## config.mk

```make
export PLATFORM = sky130hd
export DESIGN_NAME = y86_seq_ctrl
export DESIGN_NICKNAME = d
export VERILOG_FILES = /design/src/rtl/y86_seq_ctrl.sv
export SDC_FILE = /design/constraint.sdc
export NUM_CORES = 1
export LEC_CHECK = 0
export BUFFER_PORTS_ARGS = -buffer_cell sky130_fd_sc_hd__buf_2
export CAP_MARGIN = 20
export CORE_UTILIZATION = 55
export CTS_BUF_LIST = sky130_fd_sc_hd__clkbuf_4 sky130_fd_sc_hd__clkbuf_8
export DETAILED_ROUTE_END_ITERATION = 10
export PLACE_DENSITY = 0.92
export SLEW_MARGIN = 40
export SYNTH_ARGS = -nofsm -noshare
export SYNTH_HDL_FRONTEND = slang
export SYNTH_SLANG_ARGS = --single-unit
```

## constraint.sdc

```tcl
create_clock -name clk -period 6.4 [get_ports clk]
set_input_delay 0 -clock clk [delete_from_list [all_inputs] [get_ports clk]]
set_output_delay 0 -clock clk [all_outputs]
set_load 0.03 [all_outputs]
```

## src/rtl/y86_seq_ctrl.sv

```systemverilog
// y86_seq_ctrl: multi-cycle stage sequencer for the Y86-64 SEQ datapath, owning PC, status and counters.
module y86_seq_ctrl #(
  parameter logic [63:0] RESET_PC = 64'd0,
  parameter int CNT_W = 32
) (
  input  logic             clk,
  input  logic             rst,
  input  logic             start,
  input  logic [63:0]      start_pc,
  input  logic [3:0]       icode,
  input  logic             instr_valid,
  input  logic             imem_error,
  input  logic [63:0]      next_pc,
  input  logic             imem_ack,
  input  logic             dmem_ack,
  input  logic             dmem_error,
  output logic [63:0]      pc,
  output logic             imem_req,
  output logic             dmem_req,
  output logic             fetch_en,
  output logic             decode_en,
  output logic             exec_en,
  output logic             mem_en,
  output logic             wb_en,
  output logic [2:0]       stat,
  output logic             busy,
  output logic [CNT_W-1:0] cycle_count,
  output logic [CNT_W-1:0] instr_count
);
  typedef enum logic [2:0] {IDLE, FETCH, DECODE, EXECUTE, MEMORY, WRITEBACK, PCUPD, HALTED} state_t;
  state_t state;
  logic is_mem;
  always_comb begin
    is_mem = icode inside {4'h4, 4'h5, 4'h8, 4'h9, 4'hA, 4'hB};
    busy = state != IDLE && state != HALTED;
    imem_req = state == FETCH;
    dmem_req = state == MEMORY;
    fetch_en = imem_req && imem_ack;
    decode_en = state == DECODE;
    exec_en = state == EXECUTE;
    mem_en = dmem_req && dmem_ack && !dmem_error;
    wb_en = state == WRITEBACK;
  end
  always_ff @(posedge clk or posedge rst) begin
    if (rst) begin
      state <= IDLE;
      pc <= RESET_PC;
      stat <= 3'd1;
      cycle_count <= '0;
      instr_count <= '0;
    end else begin
      if (busy && ~&cycle_count) cycle_count <= cycle_count + 1'b1;
      case (state)
        IDLE, HALTED: if (start) begin
          pc <= start_pc;
          stat <= 3'd1;
          cycle_count <= '0;
          instr_count <= '0;
          state <= FETCH;
        end
        FETCH: if (imem_ack) begin
          stat <= imem_error ? 3'd3 : !instr_valid ? 3'd4 : stat;
          state <= (imem_error || !instr_valid) ? HALTED : DECODE;
        end
        DECODE: state <= EXECUTE;
        EXECUTE: state <= is_mem ? MEMORY : WRITEBACK;
        MEMORY: if (dmem_ack) begin
          stat <= dmem_error ? 3'd3 : stat;
          state <= dmem_error ? HALTED : WRITEBACK;
        end
        WRITEBACK: state <= PCUPD;
        PCUPD: begin
          pc <= next_pc;
          if (~&instr_count) instr_count <= instr_count + 1'b1;
          stat <= icode == 4'h0 ? 3'd2 : stat;
          state <= icode == 4'h0 ? HALTED : FETCH;
        end
        default: state <= IDLE;
      endcase
    end
  end
endmodule

```

==> out/metrics.csv <==
metric,value,unit
worstPathArrival,4.06,ns
dp_hpwl,15400,µm
die-area,13300,µm²
synthMuxAreaShare,0.103,
grt_start_max_net_pins,97,
outcome,"finished, final reports clean",
route.detailed.drc,0,
design.final.nets,1278,
slowest_delay,0.76,ns
yosysTopAreaCell,dfrtp_1,
final-hold-violation-count,0,
post-route-cell-area,10400,µm²
hold_path.class,in -> reg,
synth_compound_gate_area_share,0.164,
dr.pass1.iters,6,
tritoncts,yes,
start_util,0.574,
xor_and_xnor_fraction_of_the_mapped_netlist_area,0.00871,
place_area,8500,µm²
vias,8442,
number_of_global_route_vias_before_repair,8210,
synth-warning-count,0,
layout-drive-gt1-share,0.293,
track_usage,0.447,
worst-endpoint-required,6.75,ns
synth-seq-area-share,0.477,
grt_pass1_wl,44100,µm
power.ir.vdd_worst,363,µV
total_leakage_power,5.18,nW
filler_cell_count,621,
period_share,0.580,
synth-edff-count,0,
die_height,115,µm
synth.cell_area,7040,µm²
antenna_violating_nets_post_route,0,
drt-initial-drc-count,1030,
path_buf_inv,2,
synth_adder_area_share,0.00355,
totalWireLength,29300,µm
portBuffers,278,
fp-row-count,40,
overflow,0,
setup.worst_path.start_class,flip-flop,
syn2layout_area_growth,47.4,%
synth_top_cell_area_share,0.473,
final_period_minus_worst_setup_slack,3.71,ns
cts.clk_slew.worst_paths,0.08,ns
floorplan.core_area,12300,µm²
crit_path_end_kind,flip-flop,
gp_congestion,0.866,
cts_buffer_depth,2,
drv.max_cap_violation_count,0,
synth_top_family_by_area,simple AND/OR/NAND/NOR gates,
slew_margin_rel,0.441,
crit_family,buffers and inverters,
skew,0.0155,ns
total_count_of_max_transition_violations_in_the_final_report,0,
ctsHtreeMaxLevel,4,
crit_type,reg -> reg,
die-width,115,µm
setup-violations-final,0,
fin_tns_setup,0,ns
antenna_found_initial,2,
cts_sink_cnt,134,
cts_root_buf,clkbuf_8,
synth.area.top_cells,"dfrtp_1, mux2i_1, o21ai_0",
p_per_area,443,nW/µm²
path_cells,"and3_1, or2_0, nand2_4, buf_4, mux2i_1, o21ai_0, dlygate4sd3_1",
vias_per_cell,6.39,
postLayoutSetupSlackWorst,2.69,ns
numCtsBuffers,17,
critical_path_peak_fanout,52,
dp_worst_setup_slack,3.01,ns
synth-seq-cells,134,
synth-main-ff-cell,dfrtp_1,
area.sequential,3350,µm²
totalPowerFinal,4.60,mW
unrepaired_setup_endpoints_after_global_routing,false,
synthSimpleGateAreaFrac,0.209,
crit_slowest_cell,buf_4,
avg_synthesized_cell_area,9.46,µm²
async_flop_share,1.00,
synthesis.nets,886,
multi_input_comb_area,3460,µm²
clock_latency,0.48,ns
worstMarginPinSlew,0.839,ns
wl_per_cell,22.2,µm
number_of_distinct_standard_cells_referenced_by_the_synthesized_netlist,57,
i_o_pin_total,279,
fmax,270,MHz
synth_cells,744,
cells in the mapped netlist (all sizes together) (2+ instances only):
library cell  count
nand2b            5
a211oi            4
or4              23
and4             10
or3              20
ha                2
mux2i            68
o211ai           13
nand2           104
clkbuf           29
nor2             22
nand4            19
nand3            26
dfrtp           133
mux2              4
buf              16
a2111oi           4
nor4              6
a31oi             3
and2              6
nor3b             2
xnor2             7
or2               6
nor3              8
o41ai             4
a311oi            4
o21ai            93
a21oi            36
o311ai            3
o31ai            19
and3             14
inv              15
worst reg2reg max path: stages, from the launching register on:
cell and delay [ns]:
dfrtp_1 0.61, and3_1 0.34, or2_0 0.34, nand2_4 0.47
buf_4 0.76, mux2i_1 0.35, o21ai_0 0.11, dlygate4sd3_1 0.61
worst paths after layout:
check | cells after the start | slack, ns | startpoint | end
max | 7 | 2.69 | state[2] | pc[30]
min | 4 | 0.04 | start | state[2]
max reg2reg | 7 | 2.69 | state[2] | pc[30]
min reg2reg | 1 | 0.54 | cycle_count[4] | cycle_count[4]
max in group asynchronous | 4 | 5.18 | rst | cycle_count[2]
min in group asynchronous | 3 | 0.13 | rst | pc[26]
layout by cell type, fill, tap and decap left out, types with 3 or more instances in the layout:
cell	synthesis	routed
a31oi_1	3	3
nand3_1	26	26
buf_2	10	279
mux2_2	4	4
bufinv_16	0	6
xnor2_1	7	7
or2_2	5	5
or3_1	20	20
diode_2	0	6
dlygate4sd3_1	0	134
nand2_1	104	103
and3_1	14	14
a311oi_1	4	4
a211oi_1	4	4
o31ai_1	18	18
nand4_1	18	18
or4_1	21	21
nand2b_1	5	5
nor2_1	22	22
nor4_1	6	6
clkbuf_8	0	21
and2_1	6	5
dfrtp_1	133	133
o211ai_1	13	13
o41ai_1	4	4
o21ai_0	93	93
mux2i_1	68	68
a2111oi_0	3	3
and4_1	10	10
a21oi_1	36	36
inv_1	15	14
nor3_1	7	7
state kept, by name (all words and copies together), names as in the netlist:
register,count
state,3
instr_count,32
pc,64
cycle_count,32
stat,3
what timing repair did:
| item | CTS | global route |
|---|---|---|
| endpoints found under the hold margin | 131 | 0 |
| hold buffers | 134 | 0 |
| gates resized for setup | 0 | 0 |
| buffers inserted | 0 | 0 |
routing by layer:
metal	wire, µm	global-route usage
met3	2870	0.127
met1	10300	0.508
met2	14300	0.740
met5	0	0
met4	1870	0.294
through the flow:
step / hold WS, ns / std cells / utilization
2_1_floorplan: 0.117 / 744 / -
3_3_place_gp: 0.195 / 1149 / 0.693
3_5_place_dp: 0.207 / 1149 / 0.693
4_1_cts: 0.0138 / 1314 / 0.843
5_1_grt: 0.0614 / 1318 / 0.846
6_report: 0.0366 / 1322 / 0.846
area by class of cell:
type | count | share of cell area
multi-input cells | 550 | 0.333
clock buffers | 23 | 0.0293
clock inverters | 8 | 0.0186
diodes | 6 | 0.00145
inverters | 15 | 0.00591
repair buffers | 418 | 0.268
well taps | 168 | 0.0203
flip-flops and latches | 134 | 0.323
kinds of logic (layout without fill, tap and decap cells):
logic type / count (synthesis) / after routing
multiplexers: 72 / 72
other: 0 / 6
XOR/XNOR: 7 / 7
flip-flops: 134 / 134
AND/OR/NAND/NOR: 277 / 277
buffers and inverters: 60 / 464
AO/OA/AOI/OAI: 192 / 192
adder cells (fa/ha/maj): 2 / 2
report_power, final:
| group | switching [mW] | internal [mW] | total (mW) |
|---|---|---|---|
| sequential | 0.274 | 1.11 | 1.38 |
| combinational | 1.38 | 0.924 | 2.30 |
| clock | 0.361 | 0.551 | 0.913 |
(Power assumes the default switching activity.)
